[config.mk]
export PLATFORM = sky130hd
export DESIGN_NAME = id_ex_stage_flat
export DESIGN_NICKNAME = d
export VERILOG_FILES = /design/src/rtl/id_ex_if.sv /design/src/rtl/id_ex_stage.sv /design/src/flat_wrapper.sv
export SDC_FILE = /design/constraint.sdc
export NUM_CORES = 1
export LEC_CHECK = 0
export BUFFER_PORTS_ARGS = -buffer_cell sky130_fd_sc_hd__buf_2
export CAP_MARGIN = 20
export CORE_ASPECT_RATIO = 0.5
export CORE_MARGIN = 2
export CORE_UTILIZATION = 49
export CTS_BUF_LIST = sky130_fd_sc_hd__clkbuf_8 sky130_fd_sc_hd__clkbuf_16
export DETAILED_ROUTE_END_ITERATION = 12
export PLACE_DENSITY = 0.81
export SYNTH_ARGS = -nofsm -noshare
export SYNTH_HDL_FRONTEND = slang
export SYNTH_SLANG_ARGS = --single-unit
[constraint.sdc]
create_clock -name clk -period 1.8 [get_ports clk]
set_input_delay 0.09 -clock clk [delete_from_list [all_inputs] [get_ports clk]]
set_output_delay 0.09 -clock clk [all_outputs]
set_load 0.03 [all_outputs]
[src/rtl/id_ex_if.sv]
// Decoded-instruction bundle handed from the ID stage to the ID/EX pipeline register.
interface id_ex_if #(
   parameter int CTRL_W = 12
);
   logic              id_valid;
   logic [31:0]       id_pc;
   logic [4:0]        id_rs;
   logic [4:0]        id_rt;
   logic [4:0]        id_rd;
   logic [4:0]        id_shamt;
   logic [31:0]       id_imm;
   logic [CTRL_W-1:0] id_ctrl;

   modport master (output id_valid, id_pc, id_rs, id_rt, id_rd, id_shamt, id_imm, id_ctrl);
   modport slave  (input  id_valid, id_pc, id_rs, id_rt, id_rd, id_shamt, id_imm, id_ctrl);
endinterface

[src/rtl/id_ex_stage.sv]
// ID/EX pipeline register with same-cycle writeback bypass, stall/flush control
// and saturating debug counters for stall and flush events.
module id_ex_stage #(
   parameter int CTRL_W        = 12,
   parameter int CNT_W         = 16,
   parameter int ZERO_REG_HARD = 1
) (
   input  logic              clk,
   input  logic              rst_n,
   input  logic              stall,
   input  logic              flush,
   id_ex_if.slave            id,
   input  logic [31:0]       rf_data1,
   input  logic [31:0]       rf_data2,
   input  logic              wb_write,
   input  logic [4:0]        wb_reg,
   input  logic [31:0]       wb_data,
   output logic              ex_valid,
   output logic [31:0]       ex_pc,
   output logic [4:0]        ex_rs,
   output logic [4:0]        ex_rt,
   output logic [4:0]        ex_rd,
   output logic [4:0]        ex_shamt,
   output logic [31:0]       ex_imm,
   output logic [CTRL_W-1:0] ex_ctrl,
   output logic [31:0]       ex_a,
   output logic [31:0]       ex_b,
   output logic [CNT_W-1:0]  stall_cnt,
   output logic [CNT_W-1:0]  flush_cnt
);

   logic [31:0] byp_a;
   logic [31:0] byp_b;
   logic        bubble;

   function automatic logic is_zero_reg(input logic [4:0] r);
      return (ZERO_REG_HARD != 0) && (r == 5'd0);
   endfunction

   function automatic logic wb_hit(input logic [4:0] r);
      return wb_write && (wb_reg == r) && !is_zero_reg(r);
   endfunction

   function automatic logic [CNT_W-1:0] sat_inc(input logic [CNT_W-1:0] c);
      return (&c) ? c : c + CNT_W'(1);
   endfunction

   // ID side: register-file read with writeback forwarding
   always_comb begin
      byp_a = rf_data1;
      byp_b = rf_data2;
      if (is_zero_reg(id.id_rs))  byp_a = '0;
      else if (wb_hit(id.id_rs))  byp_a = wb_data;
      if (is_zero_reg(id.id_rt))  byp_b = '0;
      else if (wb_hit(id.id_rt))  byp_b = wb_data;
   end

   // A load with no real instruction behaves as a bubble, but is not counted as a flush
   assign bubble = flush || (!stall && !id.id_valid);

   // EX side: pipeline register
   always_ff @(posedge clk or negedge rst_n) begin
      if (!rst_n) begin
         ex_valid <= 1'b0;
         ex_pc    <= '0;
         ex_rs    <= '0;
         ex_rt    <= '0;
         ex_rd    <= '0;
         ex_shamt <= '0;
         ex_imm   <= '0;
         ex_ctrl  <= '0;
         ex_a     <= '0;
         ex_b     <= '0;
      end else if (bubble) begin
         ex_valid <= 1'b0;
         ex_pc    <= '0;
         ex_rs    <= '0;
         ex_rt    <= '0;
         ex_rd    <= '0;
         ex_shamt <= '0;
         ex_imm   <= '0;
         ex_ctrl  <= '0;
         ex_a     <= '0;
         ex_b     <= '0;
      end else if (stall) begin
         // A held instruction must still see writebacks that land while it waits
         if (ex_valid && wb_hit(ex_rs)) ex_a <= wb_data;
         if (ex_valid && wb_hit(ex_rt)) ex_b <= wb_data;
      end else begin
         ex_valid <= 1'b1;
         ex_pc    <= id.id_pc;
         ex_rs    <= id.id_rs;
         ex_rt    <= id.id_rt;
         ex_rd    <= id.id_rd;
         ex_shamt <= id.id_shamt;
         ex_imm   <= id.id_imm;
         ex_ctrl  <= id.id_ctrl;
         ex_a     <= byp_a;
         ex_b     <= byp_b;
      end
   end

   // Debug event counters
   always_ff @(posedge clk or negedge rst_n) begin
      if (!rst_n) begin
         stall_cnt <= '0;
         flush_cnt <= '0;
      end else if (flush) begin
         flush_cnt <= sat_inc(flush_cnt);
      end else if (stall) begin
         stall_cnt <= sat_inc(stall_cnt);
      end
   end

endmodule

[src/flat_wrapper.sv]
// flat-port wrapper written by rule: the top's interface ports become plain ports
module id_ex_stage_flat 
#(
   parameter int CTRL_W        = 12,
   parameter int CNT_W         = 16,
   parameter int ZERO_REG_HARD = 1
)
  (clk, rst_n, stall, flush, rf_data1, rf_data2, wb_write, wb_reg, wb_data, ex_valid, ex_pc, ex_rs, ex_rt, ex_rd, ex_shamt, ex_imm, ex_ctrl, ex_a, ex_b, stall_cnt, flush_cnt, id_id_valid, id_id_pc, id_id_rs, id_id_rt, id_id_rd, id_id_shamt, id_id_imm, id_id_ctrl);
  id_ex_if #(.CTRL_W(CTRL_W)) id_i ();
  input  logic clk;
  input  logic rst_n;
  input  logic stall;
  input  logic flush;
  input  logic [31:0] rf_data1;
  input  logic [31:0] rf_data2;
  input  logic wb_write;
  input  logic [4:0] wb_reg;
  input  logic [31:0] wb_data;
  output logic ex_valid;
  output logic [31:0] ex_pc;
  output logic [4:0] ex_rs;
  output logic [4:0] ex_rt;
  output logic [4:0] ex_rd;
  output logic [4:0] ex_shamt;
  output logic [31:0] ex_imm;
  output logic [CTRL_W-1:0] ex_ctrl;
  output logic [31:0] ex_a;
  output logic [31:0] ex_b;
  output logic [CNT_W-1:0] stall_cnt;
  output logic [CNT_W-1:0] flush_cnt;
  input wire logic [$bits(id_i.id_valid)-1:0] id_id_valid;
  input wire logic [$bits(id_i.id_pc)-1:0] id_id_pc;
  input wire logic [$bits(id_i.id_rs)-1:0] id_id_rs;
  input wire logic [$bits(id_i.id_rt)-1:0] id_id_rt;
  input wire logic [$bits(id_i.id_rd)-1:0] id_id_rd;
  input wire logic [$bits(id_i.id_shamt)-1:0] id_id_shamt;
  input wire logic [$bits(id_i.id_imm)-1:0] id_id_imm;
  input wire logic [$bits(id_i.id_ctrl)-1:0] id_id_ctrl;
  assign id_i.id_valid = id_id_valid;
  assign id_i.id_pc = id_id_pc;
  assign id_i.id_rs = id_id_rs;
  assign id_i.id_rt = id_id_rt;
  assign id_i.id_rd = id_id_rd;
  assign id_i.id_shamt = id_id_shamt;
  assign id_i.id_imm = id_id_imm;
  assign id_i.id_ctrl = id_id_ctrl;
  id_ex_stage #(.CTRL_W(CTRL_W), .CNT_W(CNT_W), .ZERO_REG_HARD(ZERO_REG_HARD)) u_core (.clk(clk), .rst_n(rst_n), .stall(stall), .flush(flush), .id(id_i), .rf_data1(rf_data1), .rf_data2(rf_data2), .wb_write(wb_write), .wb_reg(wb_reg), .wb_data(wb_data), .ex_valid(ex_valid), .ex_pc(ex_pc), .ex_rs(ex_rs), .ex_rt(ex_rt), .ex_rd(ex_rd), .ex_shamt(ex_shamt), .ex_imm(ex_imm), .ex_ctrl(ex_ctrl), .ex_a(ex_a), .ex_b(ex_b), .stall_cnt(stall_cnt), .flush_cnt(flush_cnt));
endmodule
==> results.py, run 1 <==
metrics = {
    "pwr": {
        "vdd_drop_max_mv": 0.671,
        "power_density_nw_per_um2": 825,
        "leakage_nw": 7.18,
        "p_total_mw": 11.5,
    },
    "global_routing": {
        "grt_pass1_wl_um": 50400,
        "antenna_found_initial": 1,
        "grt_remaining_overflow": 0,
        "grt_pass1_vias": 9217,
        "grt_max_degree": 73,
        "grtUsageTotal_pct": 30.3,
    },
    "setup_path": {
        "cp_max_fo": 11,
        "cp.arrival_ns": 2.10,
        "critPathKind": "primary input to register",
        "cp_slowest_stage_delay_ns": 0.54,
        "critPathRequiredTime_ns": 2.17,
        "cp_slowest_cell": "dlygate4sd3_1",
        "cp-end-kind": "register",
        "path_cells": "dlygate4sd3_1 > buf_2 > xor2_1 > nor4_2 > and3_4 > buf_12 > clkbuf_16 > mux2_4 > o2bb2ai_2",
        "r2r_slack_ns": 0.10,
        "startpoint_type": "primary input",
    },
    "timing": {
        "maxSlewHeadroom_pct": 68.2,
        "clock_skew_ns": 0.0138,
        "hold_violations": 0,
        "min_period_over_period_pct": 96.0,
        "setup_viol": 0,
        "finalCriticalPeriod_ns": 1.73,
        "finalSetupTns_ns": 0,
        "worst-slew-pin-transition_ns": 0.477,
        "timing.hold.ws_ns": 0.0460,
        "drv_slew": 0,
        "rsz0062_at_grt": "false",
        "fmax_mhz": 578,
    },
    "routing": {
        "drc": 0,
        "routed_wl_um": 32500,
        "vias": 8875,
        "ant_nets": 0,
        "vias_per_cell": 5.77,
        "first_pass_iters": 5,
        "wl_per_cell_um": 21.1,
        "initialDrtViolationCount": 811,
    },
    "logic_synthesis": {
        "ys_seq_elements": 193,
        "yosys.area_share.adder_pct": 0.257,
        "synth_top_family_by_area": "compound AO/OA/AOI/OAI gates",
        "ys_seq_area_share_pct": 49.5,
        "async_flop_share_pct": 100,
        "syn-num-nets": 976,
        "ys_types": 40,
        "ys.flop_type": "dfrtp_1",
        "yosys_warnings": 0,
        "synth_mux_area_share_pct": 10.4,
        "syn_area_um2": 9750,
        "synthCells": 771,
        "yosys.area_share.xor_xnor_pct": 3.68,
        "synth-edff-count": 0,
        "synth_compound_area_share_pct": 24.4,
        "synth-simple-area-share_pct": 7.07,
        "synth_area_per_cell_um2": 12.6,
    },
    "cts": {
        "cts_buffers": 17,
        "cts.sinks": 193,
        "clk_pin_slew_ns": 0.07,
        "cts_buffer_depth": 2,
        "tritoncts": "yes",
        "clk_latency_ns": 0.44,
        "root_buffer": "clkbuf_16",
        "cts_htree_levels": 4,
    },
    "outcome": {
        "status": "completed",
    },
    "die": {
        "die_h_um": 104,
        "start_util_pct": 50.0,
        "die_w_um": 204,
        "die_area_um2": 21100,
        "rows": 36,
        "fp.coreArea_um2": 19500,
        "io_pins": 396,
    },
    "placed_design": {
        "dp_hpwl_um": 21100,
        "port_buffers": 395,
        "gp_congestion": 0.973,
    },
    "min_path": {
        "worstHoldPathType": "primary input to register",
    },
    "final_layout": {
        "final_common_cell": "buf_2",
        "final_util_pct": 71.3,
        "areaGrowthSynthToFinish_pct": 42.6,
        "final_cell_mix": "392 x buf_2, 191 x dfrtp_1, 97 x dlygate4sd3_1",
        "drive_above_1_share_pct": 48.3,
        "nets": 1466,
    },
    "job": {
        "cap_violations": 0,
    },
}
==> path summary, 6_finish.rpt <==
kind / end / from / cells after the start
worst min-delay path: u_core.flush_cnt[3]$_DFFE_PN0P_ / flush / 3
worst max register to register: u_core.stall_cnt[1]$_DFFE_PN0P_ / u_core.stall_cnt[1]$_DFFE_PN0P_ / 5
worst max-delay path: u_core.ex_b[16]$_DFFE_PN0P_ / id_id_rt[2] / 9
max in group asynchronous: u_core.ex_pc[7]$_DFFE_PN0P_ / rst_n / 3
worst min register to register: u_core.ex_b[17]$_DFFE_PN0P_ / u_core.ex_b[17]$_DFFE_PN0P_ / 1
min in group asynchronous: u_core.flush_cnt[14]$_DFFE_PN0P_ / rst_n / 2
==> synthesized netlist by cell type (14+ instances only) <==
cell type | instances | area, um2
buf_2 | 24 | 120
dfrtp_1 | 193 | 4830
xor2_1 | 15 | 131
xnor2_1 | 26 | 228
a22o_1 | 96 | 841
nor2_1 | 14 | 52.6
nand2_1 | 83 | 312
mux2_4 | 60 | 901
o2bb2ai_2 | 60 | 901
clkbuf_1 | 19 | 71.3
a22oi_1 | 64 | 480
==> area by class of cell <==
type | instances | area, um2
Inverter | 5 | 18.8
Timing Repair Buffer | 534 | 3540
Clock inverter | 12 | 138
Tap cell | 266 | 333
Fill cell | 1320 | 5600
Antenna cell | 1 | 2.50
Multi-Input combinational cell | 510 | 4600
Clock buffer | 18 | 439
Sequential cell | 193 | 4830
==> registers in the layout (all words and copies together) (netlist names) <==
signal            flops
u_core.ex_valid       1
u_core.ex_imm        32
u_core.ex_rd          5
u_core.ex_shamt       5
u_core.stall_cnt     16
u_core.ex_ctrl       12
u_core.ex_rt          5
u_core.ex_rs          5
u_core.flush_cnt     16
u_core.ex_pc         32
u_core.ex_b          32
u_core.ex_a          32
==> critical path, delay by kind of cell <==
family / cells / cell delay [ns]
muxes: 1 / 0.31
xor gates and xnor gates: 1 / 0.17
and+or+nand+nor: 2 / 0.38
AOI/OAI and AO/OA: 1 / 0.14
buffers and inverters: 4 / 1.00
==> routing by layer <==
metal	vias to the layer above	wire length, um	GRT usage (%)
met5	-	0	0
met4	0	1300	14.2
met3	98	1880	5.29
met2	464	16000	50.7
met1	4427	13200	38.4
li1	3886	-	-
==> per-stage QoR <==
step	cell area [um2]	worst slack [ns]	instances
after floorplan	9750	0.0291	771
after global placement	12200	0.0577	1406
after detailed placement	12200	0.0288	1406
after CTS	13700	0.00900	1535
after global routing	13900	0.00471	1539
final	13900	0.0713	1539
==> power by group <==
part	internal (mW)	total, mW	switching (mW)
clock	2.08	3.81	1.73
combinational	1.18	2.78	1.61
sequential	4.62	4.88	0.261
total	7.88	11.5	3.60
==> what timing repair did <==
action | CTS | global route
hold endpoints to repair | 152 | 0
hold buffers | 99 | 0
gates resized for setup | 0 | 12
buffers inserted | 0 | 1
endpoints found under the setup margin | 0 | 75
==> kinds of logic after synthesis <==
logic type                 count (synthesis)
muxes                                     70
DFF                                      193
buffers and inverters                     68
and+or+nand+nor                          151
AOI/OAI and AO/OA                        246
adders and majority gates                  2
xor gates and xnor gates                  41
Power figures use the tool's default switching activity.
==> run 2, diff against run 1 <==
--- a/config.mk
+++ b/config.mk
@@ -9,10 +9,10 @@
 export CAP_MARGIN = 20
 export CORE_ASPECT_RATIO = 0.5
 export CORE_MARGIN = 2
-export CORE_UTILIZATION = 49
+export CORE_UTILIZATION = 53
 export CTS_BUF_LIST = sky130_fd_sc_hd__clkbuf_8 sky130_fd_sc_hd__clkbuf_16
 export DETAILED_ROUTE_END_ITERATION = 12
-export PLACE_DENSITY = 0.81
+export PLACE_DENSITY = 0.87
 export SYNTH_ARGS = -nofsm -noshare
 export SYNTH_HDL_FRONTEND = slang
 export SYNTH_SLANG_ARGS = --single-unit
==> constraint.sdc (replaced) <==
create_clock -name clk -period 2.1 [get_ports clk]
set_input_delay 0.105 -clock clk [delete_from_list [all_inputs] [get_ports clk]]
set_output_delay 0.105 -clock clk [all_outputs]
set_load 0.03 [all_outputs]
==> results.py, run 2 (synthesis results as in run 1) <==
metrics = {
    "timing": {
        "timing.hold.ws_ns": 0.0184,
        "worst-slew-pin-transition_ns": 0.554,
        "hold_violations": 0,
        "finalCriticalPeriod_ns": 1.91,
        "finalSetupTns_ns": 0,
        "fmax_mhz": 523,
        "drv_slew": 0,
        "rsz0062_at_grt": "false",
        "min_period_over_period_pct": 91.0,
        "maxSlewHeadroom_pct": 62.8,
        "clock_skew_ns": 0.0115,
        "fin_ws_ns": 0.189,
        "setup_viol": 0,
    },
    "setup_path": {
        "startpoint_type": "primary input",
        "critPathKind": "primary input to register",
        "path_cells": "dlygate4sd3_1 > buf_2 > xor2_1 > nor4_1 > and3_2 > buf_12 > mux2_2 > o2bb2ai_1",
        "rr_endpoint": "u_core.ex_b[8]$_DFFE_PN0P_",
        "r2r_cells": 5,
        "cp-end-kind": "register",
        "r2r-start": "u_core.ex_rt[0]$_DFFE_PN0P_",
        "critPathRequiredTime_ns": 2.44,
        "cp_max_fo": 32,
        "cp_slowest_cell": "dlygate4sd3_1",
        "r2r_slack_ns": 0.24,
        "cp_slowest_stage_delay_ns": 0.54,
        "cp.arrival_ns": 2.25,
    },
    "final_layout": {
        "fin_cells": 1491,
        "areaGrowthSynthToFinish_pct": 38.9,
        "drive_above_1_share_pct": 47.0,
        "final_cell_mix": "394 x buf_2, 193 x dfrtp_1, 98 x dlygate4sd3_1",
        "final_common_cell": "buf_2",
        "nets": 1447,
    },
    "min_path": {
        "min_to": "u_core.ex_valid$_DFFE_PN0P_",
        "worstHoldPathType": "primary input to register",
        "min_from": "stall",
        "whs_path_depth": 3,
    },
    "cts": {
        "cts_htree_levels": 4,
        "root_buffer": "clkbuf_16",
        "clk_pin_slew_ns": 0.07,
        "cts_buffers": 17,
        "cts.sinks": 193,
        "cts_resized": 0,
        "clk_latency_ns": 0.42,
        "cts_buffer_depth": 2,
        "tritoncts": "yes",
    },
    "global_routing": {
        "grt_max_degree": 101,
        "grt_pass1_vias": 8977,
        "antenna_found_initial": 2,
        "grt_pass1_wl_um": 48700,
        "grtUsageTotal_pct": 31.8,
        "grt_remaining_overflow": 0,
    },
    "die": {
        "io_pins": 396,
        "rows": 34,
        "start_util_pct": 55.1,
        "die_h_um": 99.9,
        "die_w_um": 196,
        "die_area_um2": 19600,
        "fp.coreArea_um2": 17700,
    },
    "routing": {
        "initialDrtViolationCount": 609,
        "drc": 0,
        "ant_nets": 0,
        "first_pass_iters": 6,
        "routed_wl_um": 31400,
        "vias_per_cell": 5.89,
        "vias": 8780,
        "wl_per_cell_um": 21.1,
    },
    "placed_design": {
        "port_buffers": 395,
        "pre_cts_ws_ns": 0.270,
        "dp_hpwl_um": 20500,
        "gp_congestion": 0.893,
        "dp.cells": 1359,
    },
    "pwr": {
        "leakage_nw": 7.03,
        "power_density_nw_per_um2": 718,
        "vdd_drop_max_mv": 0.560,
    },
    "outcome": {
        "status": "completed",
    },
    "job": {
        "cap_violations": 0,
    },
}
## run 2: cell count changes in the layout (fill, tap and decap cells not counted), sizes merged, moves of 2 or more
| cell | change |
|---|---|
| inv | +8 |
| buf | -14 |
| clkinvlp | -2 |
| dlymetal6s4s | -2 |
| clkbuf | -5 |
| clkinv | -2 |
## run 2: critical path, delay by kind of cell
family	cells	cell delay [ns]
buf+inv	3	0.94
simple gates	2	0.49
mux	1	0.37
xor+xnor	1	0.16
compound gates	1	0.15
## run 2: power breakdown
group	leakage (nW)	switching, mW	internal (mW)	total [mW]
logic	4.11	1.27	0.910	2.19
registers	2.62	0.291	3.95	4.25
clock network	0.297	1.58	1.71	3.29
## run 2: how the worst max path moves through the flow
stage	slack, ns	depth (start not counted)	to	startpoint
after global placement	0.33	5	u_core.ex_a[21]$_DFFE_PN0P_	u_core.ex_rs[0]$_DFFE_PN0P_
after global routing	0.04	8	u_core.ex_b[31]$_DFFE_PN0P_	id_id_rt[4]
after floorplan	0.23	5	u_core.stall_cnt[1]$_DFFE_PN0P_	u_core.stall_cnt[0]$_DFFE_PN0P_
after CTS	0.21	8	u_core.ex_b[31]$_DFFE_PN0P_	id_id_rt[4]
final	0.19	8	u_core.ex_a[21]$_DFFE_PN0P_	id_id_rs[1]
after detailed placement	0.27	5	u_core.ex_b[8]$_DFFE_PN0P_	u_core.ex_rt[0]$_DFFE_PN0P_
## run 2: per-layer routing
metal / vias up / wire (um) / share of wire, % / GRT usage, %
met5: - / 0 / 0 / 0
met1: 4359 / 12500 / 40 / 39.8
met2: 462 / 15700 / 50 / 54.5
li1: 3861 / - / - / -
met3: 98 / 2030 / 6.5 / 6.79
met4: 0 / 1230 / 3.9 / 13.8
## run 2: layout make-up
cell class | instances | area, um2
well taps | 234 | 293
inverters | 5 | 18.8
flip-flops and latches | 193 | 4830
fillers | 1128 | 4160
clock buffers | 17 | 425
repair buffers | 515 | 3260
multi-input cells | 510 | 4550
clock inverters | 15 | 166
diodes | 2 | 5.00
## run 2: per-stage QoR
step,instance area [um2],utilization (%),power [mW]
after floorplan,9750,-,5.51
after global placement,12000,67.6,6.25
after detailed placement,12000,67.6,6.32
after CTS,13500,76.5,9.75
after global routing,13500,76.5,10.1
final,13500,76.5,9.72
## run 2: timing repair
action | in CTS | in global routing
hold buffers | 98 | 0
endpoints found under the setup margin | 0 | 0
setup buffers | 0 | 0
endpoints found under the hold margin | 155 | 0
